`src/rtl/arm_mc_controller.sv`:
```
// arm_mc_controller: multicycle control unit for the ARM core.
// Runs the per-instruction sequence, holds the NZCV flags, evaluates
// condition codes and drives every datapath enable and mux select.
// Build option: define ARM_MC_MEMREADY_EN to honour the MemReady handshake.
// When it is undefined, MemReady is ignored and every memory access
// completes in a single cycle.
//
// state    | meaning
// FETCH    | read instruction at PC, PC <- PC+4 when memory is ready
// DECODE   | read registers, pick the instruction class
// MEMADR   | compute load/store address (Rn + imm)
// MEMREAD  | read data memory, stall until ready
// MEMWB    | write loaded data to Rd
// MEMWRITE | write data memory, stall until ready
// EXECR    | data-processing with register operand B
// EXECI    | data-processing with immediate operand B
// ALUWB    | write ALU result to Rd (or PC)
// BRANCH   | PC <- PC+8+imm when the condition holds
module arm_mc_controller #(
   parameter int ALUC_W = 2
) (
   input  logic              clk,
   input  logic              reset,
   input  logic [19:0]       Instr,
   input  logic [3:0]        ALUFlags,
   input  logic              MemReady,
   output logic              PCWrite,
   output logic              MemWrite,
   output logic              RegWrite,
   output logic              IRWrite,
   output logic              AdrSrc,
   output logic              ALUSrcA,
   output logic [1:0]        ALUSrcB,
   output logic [1:0]        ResultSrc,
   output logic [1:0]        RegSrc,
   output logic [1:0]        ImmSrc,
   output logic [ALUC_W-1:0] ALUControl,
   output logic              Retire,
   output logic [3:0]        State
);

   localparam logic [3:0] FETCH    = 4'd0;
   localparam logic [3:0] DECODE   = 4'd1;
   localparam logic [3:0] MEMADR   = 4'd2;
   localparam logic [3:0] MEMREAD  = 4'd3;
   localparam logic [3:0] MEMWB    = 4'd4;
   localparam logic [3:0] MEMWRITE = 4'd5;
   localparam logic [3:0] EXECR    = 4'd6;
   localparam logic [3:0] EXECI    = 4'd7;
   localparam logic [3:0] ALUWB    = 4'd8;
   localparam logic [3:0] BRANCH   = 4'd9;

   logic [3:0]        state;
   logic [3:0]        next_state;
   logic [3:0]        flags;
   logic              cond_ex_q;

   // Instr carries bits [31:12] of the instruction, so bit k sits at k-12.
   logic [3:0]        cond;
   logic [1:0]        op;
   logic              i_bit;
   logic [3:0]        cmd;
   logic              s_bit;
   logic [3:0]        rd;
   logic [3:0]        unused_rn;

   assign cond      = Instr[19:16];
   assign op        = Instr[15:14];
   assign i_bit     = Instr[13];
   assign cmd       = Instr[12:9];
   assign s_bit     = Instr[8];
   assign unused_rn = Instr[7:4];
   assign rd        = Instr[3:0];

   logic mem_ready;
`ifdef ARM_MC_MEMREADY_EN
   assign mem_ready = MemReady;
`else
   logic unused_mem_ready;
   assign unused_mem_ready = MemReady;
   assign mem_ready        = 1'b1;
`endif

   logic [ALUC_W-1:0] alu_dec;
   logic              cmd_ok;
   logic              no_write;
   logic              force_s;
   logic              cv_cmd;

   // ALU operation decode from cmd; unsupported commands map to ADD with all writes blocked
   always_comb begin
      alu_dec  = '0;
      cmd_ok   = 1'b1;
      no_write = 1'b0;
      force_s  = 1'b0;
      cv_cmd   = 1'b0;
      case (cmd)
         4'b0100: begin alu_dec = ALUC_W'(0); cv_cmd = 1'b1; end
         4'b0010: begin alu_dec = ALUC_W'(1); cv_cmd = 1'b1; end
         4'b0000: alu_dec = ALUC_W'(2);
         4'b1100: alu_dec = ALUC_W'(3);
         4'b1010: begin
            alu_dec  = ALUC_W'(1);
            no_write = 1'b1;
            force_s  = 1'b1;
            cv_cmd   = 1'b1;
         end
         4'b0001: begin
            if (ALUC_W >= 3) alu_dec = ALUC_W'(4);
            else             cmd_ok  = 1'b0;
         end
         4'b1101: begin
            if (ALUC_W >= 3) alu_dec = ALUC_W'(5);
            else             cmd_ok  = 1'b0;
         end
         4'b1000: begin
            if (ALUC_W >= 3) begin
               alu_dec  = ALUC_W'(2);
               no_write = 1'b1;
               force_s  = 1'b1;
            end else begin
               cmd_ok = 1'b0;
            end
         end
         default: cmd_ok = 1'b0;
      endcase
   end

   logic flag_n, flag_z, flag_c, flag_v;
   logic cond_ex_live;
   logic cond_ex;

   assign {flag_n, flag_z, flag_c, flag_v} = flags;

   // ARM condition-code evaluation against the registered flags
   always_comb begin
      cond_ex_live = 1'b0;
      case (cond)
         4'h0: cond_ex_live = flag_z;
         4'h1: cond_ex_live = ~flag_z;
         4'h2: cond_ex_live = flag_c;
         4'h3: cond_ex_live = ~flag_c;
         4'h4: cond_ex_live = flag_n;
         4'h5: cond_ex_live = ~flag_n;
         4'h6: cond_ex_live = flag_v;
         4'h7: cond_ex_live = ~flag_v;
         4'h8: cond_ex_live = flag_c & ~flag_z;
         4'h9: cond_ex_live = ~flag_c | flag_z;
         4'hA: cond_ex_live = (flag_n == flag_v);
         4'hB: cond_ex_live = (flag_n != flag_v);
         4'hC: cond_ex_live = ~flag_z & (flag_n == flag_v);
         4'hD: cond_ex_live = flag_z | (flag_n != flag_v);
         4'hE: cond_ex_live = 1'b1;
         default: cond_ex_live = 1'b0;
      endcase
   end

   // An S-suffixed instruction may change the flags it was conditioned on,
   // so its writeback uses the condition as it stood during execute.
   assign cond_ex = (state == ALUWB) ? cond_ex_q : cond_ex_live;

   logic exec_st;
   logic flag_nz_we;
   logic flag_cv_we;

   assign exec_st    = (state == EXECR) || (state == EXECI);
   assign flag_nz_we = exec_st & (s_bit | force_s) & cond_ex_live & cmd_ok;
   assign flag_cv_we = flag_nz_we & cv_cmd;

   // State register
   always_ff @(posedge clk or posedge reset) begin
      if (reset) state <= FETCH;
      else       state <= next_state;
   end

   // Flag register and execute-time condition snapshot
   always_ff @(posedge clk or posedge reset) begin
      if (reset) begin
         flags     <= 4'b0000;
         cond_ex_q <= 1'b0;
      end else if (exec_st) begin
         cond_ex_q <= cond_ex_live;
         if (flag_nz_we) flags[3:2] <= ALUFlags[3:2];
         if (flag_cv_we) flags[1:0] <= ALUFlags[1:0];
      end
   end

   logic pc_w, mem_w, reg_w, ir_w, retire_i;
   logic alu_wb_ok;

   assign alu_wb_ok = cond_ex & ~no_write & cmd_ok;

   // Next-state logic and per-state Moore outputs
   always_comb begin
      next_state = FETCH;
      pc_w       = 1'b0;
      mem_w      = 1'b0;
      reg_w      = 1'b0;
      ir_w       = 1'b0;
      retire_i   = 1'b0;
      AdrSrc     = 1'b0;
      ALUSrcA    = 1'b0;
      ALUSrcB    = 2'b00;
      ResultSrc  = 2'b00;
      ALUControl = '0;
      case (state)
         FETCH: begin
            ALUSrcA    = 1'b1;
            ALUSrcB    = 2'b10;
            ResultSrc  = 2'b10;
            ir_w       = mem_ready;
            pc_w       = mem_ready;
            next_state = mem_ready ? DECODE : FETCH;
         end
         DECODE: begin
            ALUSrcA   = 1'b1;
            ALUSrcB   = 2'b10;
            ResultSrc = 2'b10;
            case (op)
               2'b01:   next_state = MEMADR;
               2'b00:   next_state = i_bit ? EXECI : EXECR;
               2'b10:   next_state = BRANCH;
               default: begin
                  next_state = FETCH;
                  retire_i   = 1'b1;
               end
            endcase
         end
         MEMADR: begin
            ALUSrcB    = 2'b01;
            next_state = s_bit ? MEMREAD : MEMWRITE;
         end
         MEMREAD: begin
            AdrSrc     = 1'b1;
            next_state = mem_ready ? MEMWB : MEMREAD;
         end
         MEMWB: begin
            ResultSrc = 2'b01;
            reg_w     = cond_ex;
            retire_i  = 1'b1;
         end
         MEMWRITE: begin
            AdrSrc     = 1'b1;
            mem_w      = cond_ex;
            retire_i   = mem_ready;
            next_state = mem_ready ? FETCH : MEMWRITE;
         end
         EXECR: begin
            ALUControl = alu_dec;
            next_state = ALUWB;
         end
         EXECI: begin
            ALUSrcB    = 2'b01;
            ALUControl = alu_dec;
            next_state = ALUWB;
         end
         ALUWB: begin
            reg_w    = alu_wb_ok;
            pc_w     = alu_wb_ok & (rd == 4'd15);
            retire_i = 1'b1;
         end
         BRANCH: begin
            ALUSrcB   = 2'b01;
            ResultSrc = 2'b10;
            pc_w      = cond_ex;
            retire_i  = 1'b1;
         end
         default: next_state = FETCH;
      endcase
   end

   // Write enables and Retire are forced low while reset is held, so an
   // abandoned instruction cannot write in the cycle reset arrives.
   assign PCWrite  = pc_w & ~reset;
   assign MemWrite = mem_w & ~reset;
   assign RegWrite = reg_w & ~reset;
   assign IRWrite  = ir_w & ~reset;
   assign Retire   = retire_i & ~reset;

   assign ImmSrc = op;
   assign RegSrc = {op == 2'b01, op == 2'b10};
   assign State  = state;

endmodule

```
`config.mk`:
```
export PLATFORM = sky130hd
export DESIGN_NAME = arm_mc_controller
export DESIGN_NICKNAME = d
export VERILOG_FILES = /design/src/rtl/arm_mc_controller.sv
export SDC_FILE = /design/constraint.sdc
export NUM_CORES = 1
export LEC_CHECK = 0
export ABC_CLOCK_PERIOD_IN_PS = 4000
export BUFFER_PORTS_ARGS = -buffer_cell sky130_fd_sc_hd__buf_2
export CORE_AREA = 5 5 55 57
export DETAILED_ROUTE_END_ITERATION = 12
export DIE_AREA = 0 0 60 62
export PLACE_DENSITY = 0.69
export SLEW_MARGIN = 20
export SYNTH_ARGS = -nofsm -noshare
export SYNTH_HDL_FRONTEND = slang
export SYNTH_SLANG_ARGS = --single-unit
```
`constraint.sdc`:
```
create_clock -name clk -period 4 [get_ports clk]
set_input_delay 0.2 -clock clk [delete_from_list [all_inputs] [get_ports clk]]
set_output_delay 0.2 -clock clk [all_outputs]
set_load 0.005 [all_outputs]
```
==> results by group, run 1 <==
Status
  – Outcome: finished, final reports clean

Synthesis
  – Number of synthesized register bits: 9
  – Most frequent cell after synthesis: nor2_1
  – Seq/Total Area, Yosys: between 20% and 30%
  – Largest area contributor in the netlist: dfrtp_1
  – Yosys cell types: 45
  – Avg Cell Area, Syn: roughly 8 um2
  – Post-synth top cells: nor2_1, dfrtp_1, nand2_1, a21oi_1, nand2b_1
  – Synth top area share: roughly 24%
  – Ys Warns: 0
  – EDFF count, synth: 0
  – Asr flop ratio synth: 100%
  – Post-Syn Nets: between 100 and 150
  – Synth Instances: ~120
  – Top_reg_cell synth: dfrtp_1
  – Top post-synthesis cells by area: dfrtp_1, mux2_4, nand2b_1
  – Post-Syn Area: 927 um2

STA
  – Setup ws final: about 1.7 ns
  – Crit path time final: 2.28 ns
  – TNS Setup: 0 ns
  – Clk_skew: 0.00385 ns
  – RSZ-0062 raised after global routing: no
  – Peak Freq: between 400 and 500 MHz
  – Worst-margin pin slew: 0.566 ns
  – Slew HR: slightly above 60%
  – Period utilization: between 50% and 60%
  – Max-slew violations: 0
  – Final setup vio count: 0
  – Endpoints failing hold: 0

Route
  – DR iter-0 viols: 44
  – Routed len/inst: roughly 13 um
  – Routed wire length: 2400 um
  – Residual DRC count: 0
  – Routed vias/inst: 5.46
  – ANT nets after route: 0
  – First-pass DRT Iterations: 4
  – DR vias: between 1000 and 1500

Min path
  – Hold path depth: 2
  – Hold Crit Class: input port to flip-flop

Setup path
  – Crit-path most repeated cell: mux2_4
  – Setup crit end kind: flip-flop
  – R2R depth: 6
  – Max stage delay cell, worst path: dfrtp_1
  – Crit Path Class: flip-flop to flip-flop
  – Crit-path max FO: 5
  – Critical Path AT: 2.40 ns
  – CP required: ~4.1 ns
  – Worst setup SP type: flip-flop
  – Worst-path cell chain: or2b_2, o22ai_1, mux2_4, and4_4, or3_4, mux2_4
  – CP max stage delay: around 0.4 ns

Final layout
  – Layout filler cell count: between 200 and 250
  – Register area: around 230 um2
  – Total Nets Final: 182
  – ANT cells: 0
  – Layout cells sized above 1: approximately two fifths
  – Area of the multi-input gates: between 600 and 700 um2
  – Area Overhead vs Synth: 25.1%
  – Final core utilization: 47.7%

Floorplanning
  – Core footprint: about 2400 um2
  – Die Ht: between 60 and 70 um
  – Die width: around 60 um
  – Num ports: 48
  – Die area: 3720 um2
  – Rows: 18
  – Starting density of the core: 38.1%

Global route
  – Initial antenna violation count: 0
  – Most used routing layer: met2
  – GRT met2 Usage: between 20 and 25%
  – Largest net degree at the start of global routing: 19
  – Global-route wire length before repair: just over 4000 um
  – Number of global-route vias before repair: 995
  – Gr usage total: roughly 14%
  – Gr ovfl total: 0
  – Met3 usage: under 10%
  – GRT met1 Usage: between 15 and 20%

Flow run
  – Max-cap viol count: 0

Clocking
  – Worst-Skew Late Latency: about 0.25 ns
  – Clk root buf: clkbuf_4
  – PostCTS Resize Cnt: 0
  – Reg clk slew, reported paths: approximately 0.06 ns
  – Sink Count: 9
  – CTS H-Tree Depth: 1
  – CTS tree: done
  – TritonCTS buffer count: 3
  – Clk buf depth: 2

Power and ir drop
  – Peak supply drop: between 300 and 400 uV
  – Pwr Density: 517 nW/um2
  – P_leak: roughly 0.57 nW

Place
  – DP Wirelength: approximately 1900 um
  – Post-Place Setup Slack: between 1.5 and 2 ns
  – GPL Wtd Cong: between 0.8 and 0.9
  – Port bufs: 42
-- path summary, 6_finish.rpt --
kind / startpoint / slack, ns / endpoint
max: flags[2] / 1.72 / flags[0]
min in group asynchronous: reset / 0.51 / State[2]
min reg2reg: cond_ex_q / 0.48 / cond_ex_q
max in group asynchronous: reset / 3.22 / flags[0]
max reg2reg: flags[2] / 1.72 / flags[0]
min: ALUFlags[2] / 0.19 / flags[2]
-- per-layer routing --
metal	vias to the layer above	part of all wire (%)
met2	32	49
met3	2	6.2
li1	501	-
met5	-	0
met1	470	44
met4	0	0.58
-- cell usage in the layout, fill, tap and decap left out, types with 3 or more instances in the layout --
cell type	instances
nand2b_1	7
clkbuf_4	3
a21oi_1	7
mux2_4	3
dfrtp_1	9
or2_2	3
nand2_1	8
o21ai_0	5
buf_2	42
inv_1	3
nor4_1	3
nor3_1	3
nor2_1	10
nand3b_1	3
nor2b_1	5
xor2_1	3
-- worst max-delay path: cells and delay by family (launching register included) --
kind | cells | cell delay (ns)
AND/OR/NAND/NOR | 3 | 0.90
flip-flops | 1 | 0.41
multiplexers | 2 | 0.63
AO/OA/AOI/OAI | 1 | 0.22
-- state kept, by name (all words and copies together), names as in the netlist --
| name | cells |
|---|---|
| cond_ex_q | 1 |
| State | 4 |
| flags | 4 |
-- report_power, final --
part,internal [W],switching [W]
Clock,0.0000381,0.0000266
Combinational,0.000171,0.000155
Sequential,0.000126,0.0000832
Total,0.000335,0.000265
-- through the flow --
stage | cells | area, um2 | hold slack, ns | total power, W
after global placement | 179 | 1120 | 0.214 | 0.000524
after floorplan | 116 | 927 | 0.0361 | 0.000414
after CTS | 184 | 1160 | 0.181 | 0.000604
after detailed placement | 179 | 1120 | 0.221 | 0.000535
after global routing | 184 | 1160 | 0.181 | 0.000665
final | 184 | 1160 | 0.187 | 0.000600
-- cell families after synthesis --
kind of cell | count (synthesis) | synth area share, %
AND/OR/NAND/NOR | 57 | 36.0
flip-flops | 9 | 24.3
XOR/XNOR | 4 | 3.78
AO/OA/AOI/OAI | 28 | 20.8
buffers and inverters | 12 | 6.75
multiplexers | 6 | 8.37
-- layout make-up --
| cell class | instances | share of cell area, % |
|---|---|---|
| Timing Repair Buffer | 43 | 19.0 |
| Clock buffer | 4 | 2.27 |
| Sequential cell | 9 | 19.4 |
| Tap cell | 30 | 3.24 |
| Multi-Input combinational cell | 95 | 55.1 |
| Inverter | 3 | 0.971 |
-- what timing repair did --
item / CTS / global route
hold buffers: 1 / 0
buffers inserted: 0 / 0
endpoints found under the hold margin: 9 / 0
(Power assumes the default switching activity.)
==> run 2: changes to the inputs <==
ABC_AREA = 1   (was unset)
ABC_CLOCK_PERIOD_IN_PS = 1800   (was 4000)
CORE_AREA = 5 5 54 56   (was 5 5 55 57)
DIE_AREA = 0 0 59 61   (was 0 0 60 62)
PLACE_DENSITY = 0.74   (was 0.69)
clock period = 1.8 ns   (was 4 ns; I/O delays follow)
==> run 2 against run 1 <==
Against the previous run: register-to-register slack got worse by 1.5 ns; critical path depth rose by 5; largest cell class unchanged; power rose by 94%; clock power rose to 2.5 times the previous value; worst setup slack got worse by 1.7 ns; combinational power rose by 100%; design area rose by 9.6%.
==> results by group, run 2 <==
Place
  – Post-Place Setup Slack: 0.315 ns (was 1.72 ns)
  – GPL Wtd Cong: 0.888 (was 0.851)
  – DP Wirelength: 2000 um (was 1870 um)
  – Port bufs: 42 (unchanged)

Synthesis
  – Post-Syn Area: 918 um2 (was 927 um2)
  – Largest area contributor in the netlist: dfrtp_1 (unchanged)
  – Ys Warns: 0 (unchanged)
  – Asr flop ratio synth: 100% (unchanged)
  – Yosys cell types: 27 (was 45)
  – Synth Instances: 154 (was 116)
  – Top post-synthesis cells by area: dfrtp_1, nand2_1, inv_1 (was dfrtp_1, mux2_4, nand2b_1)
  – Top_reg_cell synth: dfrtp_1 (unchanged)
  – Most frequent cell after synthesis: nand2_1 (was nor2_1)
  – Post-synth top cells: nand2_1, inv_1, nor2_1, nand3_1, dfrtp_1 (was nor2_1, dfrtp_1, nand2_1, a21oi_1, nand2b_1)
  – Avg Cell Area, Syn: 5.96 um2 (was 7.99 um2)
  – Synth top area share: 24.5% (was 24.3%)
  – EDFF count, synth: 0 (unchanged)
  – Seq/Total Area, Yosys: 24.5% (was 24.3%)
  – Number of synthesized register bits: 9 (unchanged)
  – Post-Syn Nets: 181 (was 143)

Route
  – Residual DRC count: 0 (unchanged)
  – DR vias: 1153 (was 1005)
  – Routed len/inst: 11.2 um (was 13.0 um)
  – DR iter-0 viols: 16 (was 44)
  – Routed vias/inst: 4.91 (was 5.46)
  – First-pass DRT Iterations: 4 (unchanged)
  – ANT nets after route: 0 (unchanged)
  – Routed wire length: 2640 um (was 2400 um)

Power and ir drop
  – Sequential Power Share: 29.2% (was 34.9%)
  – Psw: 0.000537 W (was 0.000265 W)
  – Sw frac: 46.1% (was 44.2%)
  – Clock network fraction of total power: 14.0% (was 10.8%)
  – P_leak: 0.709 nW (was 0.569 nW)
  – Cell Int Power: 0.000628 W (was 0.000335 W)
  – Pwr Density: 916 nW/um2 (was 517 nW/um2)
  – Pwr Total: 0.00116 W (was 0.000600 W)
  – Peak supply drop: 724 uV (was 371 uV)
  – Combinational Power Share: 56.8% (was 54.3%)

Setup path
  – Crit-path max FO: 3 (was 5)
  – Crit Path Class: flip-flop to primary output (was flip-flop to flip-flop)
  – Worst setup SP type: flip-flop (unchanged)
  – Critical Path AT: 1.65 ns (was 2.40 ns)
  – Setup crit end kind: primary output (was flip-flop)
  – CP required: 1.71 ns (was 4.13 ns)

Final layout
  – ANT cells: 0 (unchanged)
  – Total Nets Final: 233 (was 182)
  – Final core utilization: 53.2% (was 47.7%)
  – Area Overhead vs Synth: 38.4% (was 25.1%)
  – Layout cells sized above 1: 37.6% (was 40.3%)
  – Layout filler cell count: 267 (was 243)
  – Most common cell after layout, fill and taps aside: buf_2 (unchanged)
  – Most frequent cells in the layout: buf_2, nand2_1, inv_1 (was buf_2, nor2_1, dfrtp_1)

Floorplanning
  – Num ports: 48 (unchanged)
  – Core footprint: 2390 um2 (was 2430 um2)
  – Starting density of the core: 38.5% (was 38.1%)
  – Die Ht: 61 um (was 62 um)
  – Die width: 59 um (was 60 um)
  – Die area: 3600 um2 (was 3720 um2)
  – Rows: 18 (unchanged)

Global route
  – Initial antenna violation count: 0 (unchanged)
  – Number of global-route vias before repair: 1023 (was 995)
  – Gr usage total: 14.5% (was 14.1%)
  – Gr ovfl total: 0 (unchanged)
  – Largest net degree at the start of global routing: 12 (was 19)
  – Global-route wire length before repair: 4090 um (was 4140 um)

Min path
  – Hold Crit Class: input port to flip-flop (unchanged)

Clocking
  – Sink Count: 9 (unchanged)
  – TritonCTS buffer count: 3 (unchanged)
  – Reg clk slew, reported paths: 0.06 ns (about the same)
  – Clk root buf: clkbuf_4 (unchanged)
  – CTS H-Tree Depth: 1 (unchanged)
  – Clk buf depth: 2 (unchanged)
  – Worst-Skew Late Latency: 0.27 ns (was 0.25 ns)
  – CTS tree: done (unchanged)

STA
  – RSZ-0062 raised after global routing: yes (was no)
  – Peak Freq: ~580 MHz
  – Slew HR: 76.6% (was 62.3%)
  – Final setup vio count: 0 (unchanged)
  – Endpoints failing hold: 0 (unchanged)
  – Max-slew violations: 0 (unchanged)
  – Clk_skew: 0.00890 ns (was 0.00385 ns)
  – Worst-margin pin slew: 0.346 ns (was 0.566 ns)
  – Crit path time final: approximately 1.7 ns
  – Period utilization: 96.5%
  – WHS: 0.0475 ns (was 0.187 ns)
  – Setup ws final: 0.0627 ns (was 1.72 ns)

Status
  – Outcome: finished, final reports clean (unchanged)

Flow run
  – Max-cap viol count: 0 (unchanged)
## run 2: layout make-up
class	instances	area, um2	share of cell area, %
Clock buffer	4	26.3	2.07
Tap cell	30	37.5	2.95
Inverter	27	101	7.97
Multi-Input combinational cell	115	607	47.7
Sequential cell	9	226	17.8
Timing Repair Buffer	50	273	21.5
## run 2: per-layer routing
metal  wire length, um  GRT usage (%)
met3               188           2.98
met2              1280           25.6
met5                 0              0
met4                19           4.21
met1              1150           17.9
## run 2: final timing paths
path,from,endpoint,slack (ns),cells past startpoint
worst max-delay path,flags[0],PCWrite,0.06,11
worst min-delay path,Instr[14],State[3],0.05,2
worst max register to register,flags[0],flags[2],0.22,13
worst min register to register,flags[1],flags[1],0.51,2
max in group asynchronous,reset,State[1],1.25,4
min in group asynchronous,reset,State[0],0.37,4
## run 2: kinds of logic after synthesis
| family | Yosys count | share of synthesized area, % |
|---|---|---|
| AOI/OAI and AO/OA | 19 | 14.4 |
| buffers and inverters | 30 | 13.2 |
| DFF | 9 | 24.5 |
| and+or+nand+nor | 96 | 47.8 |
## run 2: power by group through the flow
stage | logic [W] | registers [W] | clock network, W
floorplan | 0.000386 | 0.000306 | 0
global placement | 0.000611 | 0.000333 | 0
detailed placement | 0.000610 | 0.000336 | 0
CTS | 0.000616 | 0.000332 | 0.000166
global route | 0.000748 | 0.000351 | 0.000175
finish | 0.000662 | 0.000340 | 0.000163
## run 2: timing repair
| item | 4_1_cts | 5_1_grt |
|---|---|---|
| endpoints found under the hold margin | 9 | 0 |
| setup buffers | 0 | 5 |
| endpoints found under the setup margin | 0 | 4 |
| hold buffers | 1 | 0 |
| resized for setup | 0 | 13 |
## run 2: per-stage QoR
stage	setup TNS, ns	std cells	area (um2)
after floorplan	0	154	918
after global placement	0	225	1160
after detailed placement	0	225	1160
after CTS	0	230	1200
after global routing	-0.125	235	1270
final	0	235	1270
## run 2: critical path, stage by stage, from the launching register on
cell and delay (ns):
dfrtp_1 0.40, inv_1 0.08, nand2_1 0.07, nand2_2 0.09, nand2_2 0.08, nand3_1 0.08
nand2_2 0.07, nor2_4 0.14, nand3_2 0.08, nand2_2 0.11, o21ai_2 0.06, buf_2 0.12
